<file path="src/rtl/wb_vga_pkg.sv">
// Shared constants for the Wishbone-programmable VGA timing generator:
// register map, CTRL/STATUS bit positions and default 640x480@60 timing.
package wb_vga_pkg;

    localparam int unsigned WB_AW     = 32;
    localparam int unsigned WB_DW     = 32;
    localparam int unsigned REG_IDX_W = 4;
    localparam int unsigned CTRL_W    = 4;
    localparam int unsigned FRAME_W   = 16;

    localparam logic [REG_IDX_W-1:0] REG_CTRL   = 4'd0;
    localparam logic [REG_IDX_W-1:0] REG_STATUS = 4'd1;
    localparam logic [REG_IDX_W-1:0] REG_H_ACT  = 4'd2;
    localparam logic [REG_IDX_W-1:0] REG_V_BP   = 4'd9;

    // Position of each timing field inside the programmed/shadow register sets
    localparam int unsigned TIM_NUM   = 8;
    localparam int unsigned TIM_H_ACT = 0;
    localparam int unsigned TIM_H_FP  = 1;
    localparam int unsigned TIM_H_SYN = 2;
    localparam int unsigned TIM_H_BP  = 3;
    localparam int unsigned TIM_V_ACT = 4;
    localparam int unsigned TIM_V_FP  = 5;
    localparam int unsigned TIM_V_SYN = 6;
    localparam int unsigned TIM_V_BP  = 7;

    localparam int unsigned CTRL_EN     = 0;
    localparam int unsigned CTRL_HPOL   = 1;
    localparam int unsigned CTRL_VPOL   = 2;
    localparam int unsigned CTRL_IRQ_EN = 3;

    localparam int unsigned ST_IN_VBLANK = 16;
    localparam int unsigned ST_IRQ_PEND  = 17;

    localparam int unsigned DEF_H_ACT  = 640;
    localparam int unsigned DEF_H_FP   = 16;
    localparam int unsigned DEF_H_SYNC = 96;
    localparam int unsigned DEF_H_BP   = 48;
    localparam int unsigned DEF_V_ACT  = 480;
    localparam int unsigned DEF_V_FP   = 10;
    localparam int unsigned DEF_V_SYNC = 2;
    localparam int unsigned DEF_V_BP   = 33;

endpackage

</file>
<file path="src/rtl/wb_vga_timing_gen_if.sv">
// Wishbone classic slave bus used to program the VGA timing generator.
interface wb_vga_timing_gen_if;
    import wb_vga_pkg::*;

    logic             cyc;
    logic             stb;
    logic             we;
    logic [WB_AW-1:0] adr;
    logic [WB_DW-1:0] dat;
    logic             ack;
    logic [WB_DW-1:0] dout;

    modport master (output cyc, stb, we, adr, dat, input ack, dout);
    modport slave  (input cyc, stb, we, adr, dat, output ack, dout);

endinterface

</file>
<file path="src/rtl/vga_axis_counter.sv">
// One raster axis: free-running position counter plus active/sync/wrap decode
// derived from the four timing fields of that axis.
module vga_axis_counter #(
    parameter int unsigned CNT_W = 12
) (
    input  logic             clk,
    input  logic             rst,
    input  logic             en,
    input  logic             advance,
    input  logic [CNT_W-1:0] act,
    input  logic [CNT_W-1:0] fp,
    input  logic [CNT_W-1:0] sync,
    input  logic [CNT_W-1:0] bp,
    output logic [CNT_W-1:0] cnt,
    output logic             active_c,
    output logic             sync_act_c,
    output logic             wrap_c
);
    localparam int unsigned SW = CNT_W + 1;

    logic [SW-1:0] sync_lo;
    logic [SW-1:0] sync_hi;
    logic [SW-1:0] total;
    logic [SW-1:0] cnt_x;

    // Boundaries computed one bit wider so the sums never wrap for legal timing
    assign sync_lo    = SW'(act) + SW'(fp);
    assign sync_hi    = sync_lo + SW'(sync);
    assign total      = sync_hi + SW'(bp);
    assign cnt_x      = SW'(cnt);
    assign active_c   = cnt_x < SW'(act);
    assign sync_act_c = (cnt_x >= sync_lo) && (cnt_x < sync_hi);
    assign wrap_c     = advance && (cnt_x == (total - SW'(1)));

    always_ff @(posedge clk) begin
        if (rst || !en) begin
            cnt <= '0;
        end else if (advance) begin
            cnt <= wrap_c ? '0 : cnt + CNT_W'(1);
        end
    end

endmodule

</file>
<file path="src/rtl/wb_vga_timing_gen.sv">
// Programmable VGA raster timing generator with Wishbone register access,
// frame-boundary shadowing of timing, a frame counter and a vblank interrupt.
module wb_vga_timing_gen
    import wb_vga_pkg::*;
#(
    parameter int unsigned CNT_W      = 12,
    parameter int unsigned H_ACT_RST  = DEF_H_ACT,
    parameter int unsigned H_FP_RST   = DEF_H_FP,
    parameter int unsigned H_SYNC_RST = DEF_H_SYNC,
    parameter int unsigned H_BP_RST   = DEF_H_BP,
    parameter int unsigned V_ACT_RST  = DEF_V_ACT,
    parameter int unsigned V_FP_RST   = DEF_V_FP,
    parameter int unsigned V_SYNC_RST = DEF_V_SYNC,
    parameter int unsigned V_BP_RST   = DEF_V_BP
) (
    input  logic               clk,
    input  logic               rst,
    wb_vga_timing_gen_if.slave wb,
    output logic               n_blank,
    output logic               n_sync,
    output logic               h_sync,
    output logic               v_sync,
    output logic               display_enable,
    output logic [CNT_W-1:0]   row,
    output logic [CNT_W-1:0]   column,
    output logic               irq
);
    localparam int unsigned SW        = CNT_W + 1;
    localparam int unsigned TIM_IDX_W = 3;

    localparam logic [CNT_W-1:0] TIM_RST [TIM_NUM] = '{
        CNT_W'(H_ACT_RST), CNT_W'(H_FP_RST), CNT_W'(H_SYNC_RST), CNT_W'(H_BP_RST),
        CNT_W'(V_ACT_RST), CNT_W'(V_FP_RST), CNT_W'(V_SYNC_RST), CNT_W'(V_BP_RST)
    };

    logic [CTRL_W-1:0]    ctrl;
    logic [CNT_W-1:0]     prog   [TIM_NUM];
    logic [CNT_W-1:0]     shadow [TIM_NUM];
    logic [FRAME_W-1:0]   frame_cnt;
    logic                 irq_pend;

    logic                 en;
    logic [REG_IDX_W-1:0] reg_idx;
    logic [TIM_IDX_W-1:0] tim_idx;
    logic                 is_tim;
    logic                 req;
    logic                 wr;
    logic [WB_DW-1:0]     rdata;
    logic                 unused_bits;

    logic [CNT_W-1:0]     h_cnt;
    logic [CNT_W-1:0]     v_cnt;
    logic                 h_active, h_sync_act, h_wrap;
    logic                 v_active, v_sync_act, v_wrap;
    logic                 visible;
    logic                 vblank_ev;
    logic                 in_vblank;

    assign en          = ctrl[CTRL_EN];
    assign reg_idx     = wb.adr[5:2];
    assign is_tim      = (reg_idx >= REG_H_ACT) && (reg_idx <= REG_V_BP);
    assign tim_idx     = TIM_IDX_W'(reg_idx - REG_H_ACT);
    assign req         = wb.cyc && wb.stb && !wb.ack;
    assign wr          = req && wb.we;
    assign unused_bits = &{1'b0, wb.adr[WB_AW-1:6], wb.adr[1:0], wb.dat};

    vga_axis_counter #(.CNT_W(CNT_W)) u_h_axis (
        .clk        (clk),
        .rst        (rst),
        .en         (en),
        .advance    (en),
        .act        (shadow[TIM_H_ACT]),
        .fp         (shadow[TIM_H_FP]),
        .sync       (shadow[TIM_H_SYN]),
        .bp         (shadow[TIM_H_BP]),
        .cnt        (h_cnt),
        .active_c   (h_active),
        .sync_act_c (h_sync_act),
        .wrap_c     (h_wrap)
    );

    vga_axis_counter #(.CNT_W(CNT_W)) u_v_axis (
        .clk        (clk),
        .rst        (rst),
        .en         (en),
        .advance    (h_wrap),
        .act        (shadow[TIM_V_ACT]),
        .fp         (shadow[TIM_V_FP]),
        .sync       (shadow[TIM_V_SYN]),
        .bp         (shadow[TIM_V_BP]),
        .cnt        (v_cnt),
        .active_c   (v_active),
        .sync_act_c (v_sync_act),
        .wrap_c     (v_wrap)
    );

    assign visible   = h_active && v_active;
    assign in_vblank = !v_active;
    // Fires on the edge that moves the raster to (h=0, v=V_ACT)
    assign vblank_ev = h_wrap && !v_wrap &&
                       ((SW'(v_cnt) + SW'(1)) == SW'(shadow[TIM_V_ACT]));

    // Register read mux
    always_comb begin
        rdata = '0;
        case (reg_idx)
            REG_CTRL: rdata = WB_DW'(ctrl);
            REG_STATUS: begin
                rdata[FRAME_W-1:0]  = frame_cnt;
                rdata[ST_IN_VBLANK] = in_vblank;
                rdata[ST_IRQ_PEND]  = irq_pend;
            end
            default: begin
                if (is_tim) rdata = WB_DW'(prog[tim_idx]);
            end
        endcase
    end

    // Wishbone slave and programmed registers
    always_ff @(posedge clk) begin
        if (rst) begin
            wb.ack  <= 1'b0;
            wb.dout <= '0;
            ctrl    <= '0;
            prog    <= TIM_RST;
        end else begin
            wb.ack  <= req;
            wb.dout <= (req && !wb.we) ? rdata : '0;
            if (wr) begin
                if (reg_idx == REG_CTRL) begin
                    ctrl <= wb.dat[CTRL_W-1:0];
                end else if (is_tim) begin
                    prog[tim_idx] <= (wb.dat[CNT_W-1:0] == '0) ? CNT_W'(1) : wb.dat[CNT_W-1:0];
                end
            end
        end
    end

    // Active timing follows the programmed set only at frame wrap or while stopped
    always_ff @(posedge clk) begin
        if (rst) begin
            shadow <= TIM_RST;
        end else if (!en || v_wrap) begin
            shadow <= prog;
        end
    end

    always_ff @(posedge clk) begin
        if (rst) begin
            frame_cnt <= '0;
            irq_pend  <= 1'b0;
        end else if (vblank_ev) begin
            frame_cnt <= frame_cnt + FRAME_W'(1);
            irq_pend  <= 1'b1;
        end else if (wr && (reg_idx == REG_STATUS) && wb.dat[ST_IRQ_PEND]) begin
            irq_pend  <= 1'b0;
        end
    end

    // Registered video outputs, one cycle behind the counters
    always_ff @(posedge clk) begin
        if (rst) begin
            n_blank        <= 1'b0;
            display_enable <= 1'b0;
            row            <= '0;
            column         <= '0;
            n_sync         <= 1'b1;
            h_sync         <= 1'b1;
            v_sync         <= 1'b1;
            irq            <= 1'b0;
        end else begin
            irq <= irq_pend && ctrl[CTRL_IRQ_EN];
            if (!en) begin
                n_blank        <= 1'b0;
                display_enable <= 1'b0;
                row            <= '0;
                column         <= '0;
                n_sync         <= 1'b1;
                h_sync         <= !ctrl[CTRL_HPOL];
                v_sync         <= !ctrl[CTRL_VPOL];
            end else begin
                n_blank        <= visible;
                display_enable <= visible;
                row            <= visible ? v_cnt : '0;
                column         <= visible ? h_cnt : '0;
                n_sync         <= !(h_sync_act || v_sync_act);
                h_sync         <= h_sync_act ~^ ctrl[CTRL_HPOL];
                v_sync         <= v_sync_act ~^ ctrl[CTRL_VPOL];
            end
        end
    end

endmodule

</file>
<file path="src/flat_wrapper.sv">
// flat-port wrapper written by rule: the top's interface ports become plain ports
module wb_vga_timing_gen_flat import wb_vga_pkg::*;
#(
    parameter int unsigned CNT_W      = 12,
    parameter int unsigned H_ACT_RST  = DEF_H_ACT,
    parameter int unsigned H_FP_RST   = DEF_H_FP,
    parameter int unsigned H_SYNC_RST = DEF_H_SYNC,
    parameter int unsigned H_BP_RST   = DEF_H_BP,
    parameter int unsigned V_ACT_RST  = DEF_V_ACT,
    parameter int unsigned V_FP_RST   = DEF_V_FP,
    parameter int unsigned V_SYNC_RST = DEF_V_SYNC,
    parameter int unsigned V_BP_RST   = DEF_V_BP
)
  (clk, rst, n_blank, n_sync, h_sync, v_sync, display_enable, row, column, irq, wb_cyc, wb_stb, wb_we, wb_adr, wb_dat, wb_ack, wb_dout);
  wb_vga_timing_gen_if wb_i ();
  input  logic clk;
  input  logic rst;
  output logic n_blank;
  output logic n_sync;
  output logic h_sync;
  output logic v_sync;
  output logic display_enable;
  output logic [CNT_W-1:0] row;
  output logic [CNT_W-1:0] column;
  output logic irq;
  input wire logic [$bits(wb_i.cyc)-1:0] wb_cyc;
  input wire logic [$bits(wb_i.stb)-1:0] wb_stb;
  input wire logic [$bits(wb_i.we)-1:0] wb_we;
  input wire logic [$bits(wb_i.adr)-1:0] wb_adr;
  input wire logic [$bits(wb_i.dat)-1:0] wb_dat;
  output wire logic [$bits(wb_i.ack)-1:0] wb_ack;
  output wire logic [$bits(wb_i.dout)-1:0] wb_dout;
  assign wb_i.cyc = wb_cyc;
  assign wb_i.stb = wb_stb;
  assign wb_i.we = wb_we;
  assign wb_i.adr = wb_adr;
  assign wb_i.dat = wb_dat;
  assign wb_ack = wb_i.ack;
  assign wb_dout = wb_i.dout;
  wb_vga_timing_gen #(.CNT_W(CNT_W), .H_ACT_RST(H_ACT_RST), .H_FP_RST(H_FP_RST), .H_SYNC_RST(H_SYNC_RST), .H_BP_RST(H_BP_RST), .V_ACT_RST(V_ACT_RST), .V_FP_RST(V_FP_RST), .V_SYNC_RST(V_SYNC_RST), .V_BP_RST(V_BP_RST)) u_core (.clk(clk), .rst(rst), .wb(wb_i), .n_blank(n_blank), .n_sync(n_sync), .h_sync(h_sync), .v_sync(v_sync), .display_enable(display_enable), .row(row), .column(column), .irq(irq));
endmodule
</file>
<file path="config.mk">
export PLATFORM = sky130hd
export DESIGN_NAME = wb_vga_timing_gen_flat
export DESIGN_NICKNAME = d
export VERILOG_FILES = /design/src/rtl/wb_vga_pkg.sv /design/src/rtl/wb_vga_timing_gen_if.sv /design/src/rtl/vga_axis_counter.sv /design/src/rtl/wb_vga_timing_gen.sv /design/src/flat_wrapper.sv
export SDC_FILE = /design/constraint.sdc
export NUM_CORES = 1
export LEC_CHECK = 0
export ABC_AREA = 1
export CAP_MARGIN = 10
export CELL_PAD_IN_SITES_DETAIL_PLACEMENT = 1
export CELL_PAD_IN_SITES_GLOBAL_PLACEMENT = 2
export CORE_MARGIN = 4
export CORE_UTILIZATION = 30
export CTS_CLUSTER_DIAMETER = 40
export CTS_CLUSTER_SIZE = 16
export DETAILED_ROUTE_END_ITERATION = 16
export DONT_BUFFER_PORTS = 1
export PLACE_DENSITY_LB_ADDON = 0.12
export SYNTH_ARGS = -nofsm -noshare
export SYNTH_HDL_FRONTEND = slang
export SYNTH_HIERARCHICAL = 1
export SYNTH_SLANG_ARGS = --single-unit
</file>
<file path="constraint.sdc">
create_clock -name clk -period 6.7 [get_ports clk]
set_clock_uncertainty 0.2 [all_clocks]
set_input_delay 0.67 -clock clk [delete_from_list [all_inputs] [get_ports clk]]
set_output_delay 0.67 -clock clk [all_outputs]
set_load 0.005 [all_outputs]
</file>
# ---- Yosys cells after proc, flatten, opt, wreduce, memory -nomap -nowiden
# Cells that the tools add are included.
# Widths: inputs -> output; s select.
dict set report op_classes {
  n_addsub 13
  order_cmp 10
  n_eq_ne 4
  mux 15
  bitwise_logic 7
  reduce_logical 36
}
# cell n
set op_table {}
lappend op_table {{$bwmux 96} 1}
lappend op_table {{$mux 12} 7}
lappend op_table {{$add 13x12->13} 4}
lappend op_table {{$bmux 12 s3} 1}
lappend op_table {{$demux 12 s3} 1}
lappend op_table {{$pmux 18 s2} 1}
lappend op_table {{$add 12x12->13} 2}
lappend op_table {{$eq 12x13->1} 2}
lappend op_table {{$ge 12x13->1} 2}
lappend op_table {{$lt 12x13->1} 2}
lappend op_table {{$sub 13x1->13 const B} 2}
lappend op_table {{$add 12x1->12 const B} 2}
lappend op_table {{$lt 12x12->1} 2}
lappend op_table {{$add 16x1->16 const B} 1}
lappend op_table {{$logic_and 1x1->1} 16}
lappend op_table {{$add 12x1->13 const B} 1}
lappend op_table {{$eq 13x12->1} 1}
lappend op_table {{$logic_not 12->1} 1}
lappend op_table {{$logic_not 1->1} 8}
lappend op_table {{$eq 4x1->1 const B} 1}
lappend op_table {{$ge 4x2->1 const B} 1}
lappend op_table {{$ge 4x4->1 const B} 1}
lappend op_table {{$le 4x4->1 const B} 1}
lappend op_table {{$logic_not 4->1} 1}
lappend op_table {{13 further kinds} 23}
dict set report totals {
  register_bits 299
  inputBits 69
  output_inout_bits 63
  elab_cells 116
}

# ---- Depth between registers and ports, before layout
dict set report depth {
  word_depth 11
  depth_mapped 48
  depth_no_buf 48
}

# ---- Hierarchy
# The synthesis kept the hierarchy.
# module instances cells_per_inst area_each_um2 seq_area_each_um2
set modules_own_cells {}
lappend modules_own_cells {wb_vga_timing_gen 1 1394 10605.2 5225.0}
lappend modules_own_cells {{vga_axis_counter (u_core.u_h_axis)} 1 646 3806.2 240.2}
lappend modules_own_cells {{vga_axis_counter (u_core.u_v_axis)} 1 595 3721.1 240.2}

# ---- Worst setup path before layout
# Ideal clock, no wire load.
dict set report synth_path {
  path_type {register -> register}
  start {reg u_core/shadow[86] in the netlist's numbering}
  end {reg u_core/shadow[42] in the netlist's numbering}
  setup_time_ns 0.129
  t_arrival_ns 5.883
  t_required_ns 6.371
  setup_slack_ns 0.487
  path_stages_with_launch 39
  n_path_buf 2
  synth_period_minus_slack_ns 6.213
  path_cell_list {dfxtp_1 > ha_1 > a21o_1 > a31oi_1 > inv_1 > a21oi_1 > xor2_1 > ha_1 > nand2_1 > inv_1 > a21oi_1 > nand3_1 > nand2_1 > nand2_1 > a21oi_1 > xor2_1 > ha_1 > inv_1 > [3 not listed] > a21oi_1 > nand4_1 > nand2_1 > nand2_1 > a21oi_1 > nand2_1 > nor2_1 > nand2_1 > nor2_1 > nand2_1 > nor3_1 > nand4_1 > nor4_1 > nor2_1 > clkinv_1 > clkbuf_1 > clkbuf_1 > o21ai_0}
}
dict set report synth_between {
  elab_chain_len 8
}
# item line_no
set synth_rtl {}
lappend synth_rtl {{start: declaration} wb_vga_timing_gen.sv:38} ;# logic [CNT_W-1:0] shadow [TIM_NUM];
lappend synth_rtl {{start signal: assignment} wb_vga_timing_gen.sv:144} ;# shadow <= prog;
lappend synth_rtl {{$add 12x12->13} vga_axis_counter.sv:27} ;# assign sync_lo = SW'(act) + SW'(fp);
lappend synth_rtl {{$add 13x12->13} vga_axis_counter.sv:28} ;# assign sync_hi = sync_lo + SW'(sync);
lappend synth_rtl {{$add 13x12->13} vga_axis_counter.sv:29} ;# assign total = sync_hi + SW'(bp);
lappend synth_rtl {{$sub 13x1->13} vga_axis_counter.sv:33} ;# assign wrap_c = advance && (cnt_x == (total - SW'(1)));
lappend synth_rtl {{$eq 12x13->1} vga_axis_counter.sv:33}
lappend synth_rtl {{$logic_and 1x1->1} vga_axis_counter.sv:33}
lappend synth_rtl {{named net u_core.h_wrap} wb_vga_timing_gen.sv:53} ;# logic h_active, h_sync_act, h_wrap;
lappend synth_rtl {{$logic_and 1x1->1} vga_axis_counter.sv:33}
lappend synth_rtl {{named net u_core.v_wrap} wb_vga_timing_gen.sv:54} ;# logic v_active, v_sync_act, v_wrap;
lappend synth_rtl {{$logic_or 1x1->1} wb_vga_timing_gen.sv:143} ;# end else if (!en || v_wrap) begin
# The timed path passes the listed nets, and every way through them passes these cells.
# A chain may end at the register's enable or synchronous reset.

# ---- Final worst setup path
dict set report layout_path {
  start {reg u_core/shadow[74] in the netlist's numbering}
  end {reg u_core/shadow[70] in the netlist's numbering}
}
# The elaborated chain is that of the path after synthesis.

==> flow_summary.yaml <==
global_routing:
  grt_max_degree: 204
  grt_antenna_before_repair: 1
  grt_remaining_overflow: 0
  track_usage: 0.213
  grt_pass1_vias: 18200
  grt_pass1_wl_mm: 106
setup_path:
  crit_required_ps: 7010
  r2r-start: "u_core/shadow[74]"
  path_max_fanout: 12
  critPathLaunchType: "flop"
  end_kind: "flop"
  crit_arrival_ps: 6660
  crit_start: "u_core/shadow[74]"
  reg2reg_depth: 41
  crit_slowest_cell: "ha_1"
  cp_common_cell: "buf_4"
  crit_type: "flop to flop"
  slowest_delay_ps: 350
run_status:
  outcome: "complete, no violations"
synth:
  yosysTopAreaCell: "dfxtp_1"
  seq_area_frac_synth: 0.315
  synth_top_cell_area_share: 0.315
  syn_inst: 2635
  synth_area_per_cell_um2: 6.88
  yosysWarningCount: 6
  synth_area_leaders: "dfxtp_1 (31%), ha_1 (11%), nand2_1 (11%), inv_1 (8.4%), a21oi_1 (6.1%)"
  synthDistinctLibCells: 55
  synthesis.area_um2: 18100
  synth_seq_cells: 285
placement:
  place.gp.congestion: 0.828
  placed_area_um2: 19800
  dpl.hpwl_mm: 53.0
  place_inst: 3461
  port_buffers: 0
finish:
  area_delta_synth_final_pct: 27.6
  n_fill_cell: 7382
  stdcell_count: 3608
  final_layout_size_suffix_gt1_frac: 0.181
  multi_input_comb_area_um2: 11300
  final_util: 0.389
  regArea_um2: 5710
  final_area_um2: 23100
  antenna_cells: 0
  fin_nets: 3027
timing:
  setup_viol: 0
  worst_slew_pin_slew_ps: 964
  slew_viol_final: 0
  slew_headroom: 0.354
  finalSetupTns_ps: 0
  hold_viol: 0
  post-route-period-util: 0.947
  max_freq_mhz: 158
  layout_min_cycle_time_ps: 6350
clock_network:
  tritoncts: "built"
  cts_num_sinks: 285
  cts_max_level: 2
  clk_pin_slew_ps: 50
  cts_root_buffer: "clkbuf_16"
  clkLatencyLatePin_ps: 620
  cts_buffer_depth: 3
  cts_made_buffers: 58
routing:
  first_pass_iters: 5
  postRouteAntennaNets: 0
  avgViaCountPerCell: 4.93
  wl_mm: 69.9
  drc_errors: 0
  vias: 17800
  avgRoutedWirePerCell_um: 19.4
  drtIter0Drc: 725
floorplan:
  die-area_um2: 64400
  die_y_um: 254
  ios: 132
  rows: 89
  initial_core_util: 0.305
  die-width_um: 254
  core_um2: 59500
power_and_ir_drop:
  totalPowerFinal_w: 0.00531
  ir_worst_vdd_v: 0.000225
  p_per_area_nw_per_um2: 230
  p_leak_nw: 10.8
min_path:
  min_path_cells: 2
  min_path_type: "input port to flop"
  min_from: "wb_dat[9]"
flow_run:
  cap_violations: 0
registers in the layout, summed over array words and instances, names as in the netlist, 4 cells and up:
signal and count:
u_core/prog 96, u_core/shadow 96, u_core/frame_cnt 16, u_core/u_v_axis/cnt 12, u_core/wb.dout 18, u_core/column 12, u_core/row 12, u_core/ctrl 4
u_core/u_h_axis/cnt 12
kinds of logic (layout without fill, tap and decap cells):
| group | after synthesis | after routing | synth area share |
|---|---|---|---|
| AO/OA/AOI/OAI | 507 | 507 | 0.153 |
| adder cells (fa/ha/maj) | 172 | 172 | 0.121 |
| flip-flops | 285 | 285 | 0.315 |
| AND/OR/NAND/NOR | 1088 | 1089 | 0.264 |
| buffers and inverters | 511 | 697 | 0.111 |
| XOR/XNOR | 71 | 71 | 0.0351 |
| other | 1 | 14 | 0.000207 |
power breakdown:
group | internal (W) | switching [W] | total [W]
clock | 0.00202 | 0.00109 | 0.00311
sequential | 0.00171 | 0.0000103 | 0.00172
combinational | 0.000180 | 0.000302 | 0.000482
total | 0.00391 | 0.00140 | 0.00531
through the flow:
stage                     hold WS [ps]  worst slack [ps]
after CTS                         8.51              1.15
after detailed placement           252              -468
after global placement             247              -299
final                             48.5               352
after floorplan                    223               487
after global routing              16.9             -64.8
layout make-up:
type / count / area share
inverters: 422 / 0.0691
multi-input cells: 1853 / 0.487
clock buffers: 64 / 0.0655
repair buffers: 166 / 0.0631
clock inverters: 45 / 0.0268
well taps: 773 / 0.0418
flip-flops and latches: 285 / 0.247
cells in the final DEF (no fill, tap or decap), types with 40 or more instances in the layout:
cell and n:
buf_4 145, ha_1 150, dfxtp_1 280, a21oi_1 204, inv_1 390, nand2_1 492, clkbuf_16 58, o21ai_0 183
nand3_1 145, nand4_1 40, nand2_2 44, nor2_1 239
cells in the mapped netlist, drive strengths merged:
library cell and number:
nor4 4, a211oi 1, conb 1, nor3 34
clkinv 7, o21a 1, nand2 544, o32ai 6
or2 18, o21bai 7, xor2 45, o21ai 196
inv 415, xnor2 26, a21o 3, a31oi 22
a31o 1, a2bb2oi 7, nor2 278, a21boi 3
fa 6, o221ai 11, nand3 163, buf 27
a21oi 222, dfxtp 285, clkbuf 62, o31ai 5
nor3b 1, nand4 40, o211ai 21, nand3b 6
o2111ai 1, ha 166
path summary, 6_finish.rpt:
path                        endpoint  slack, ps
setup reg to reg   u_core/shadow[70]        350
hold / removal       u_core/prog[57]         50
hold reg to reg   u_core/wb.dout[15]        240
setup / recovery   u_core/shadow[70]        350
repair_timing:
action,4_1_cts,5_1_grt
hold endpoints to repair,12,0
pin swaps,47,84
buffers inserted,18,14
setup endpoints to repair,113,113
gates cloned,4,0
hold buffers,2,0
resized for setup,59,134
worst max-delay path, delay by kind of cell, from the launching register on:
kind	cells	cell delay, ps
simple gates	20	2020
buf+inv	9	1230
fa+ha+maj	4	1090
compound gates	6	910
xor+xnor	2	420
flops	1	330
layer usage:
layer / track usage / vias to the layer above / share of wire
met2: 0.347 / 228 / 0.46
li1: - / 8867 / -
met3: 0.0317 / 85 / 0.034
met1: 0.298 / 8620 / 0.49
met5: 0 / - / 0
met4: 0.0456 / 0 / 0.018
Note: power is estimated with default switching activity, not from simulation.
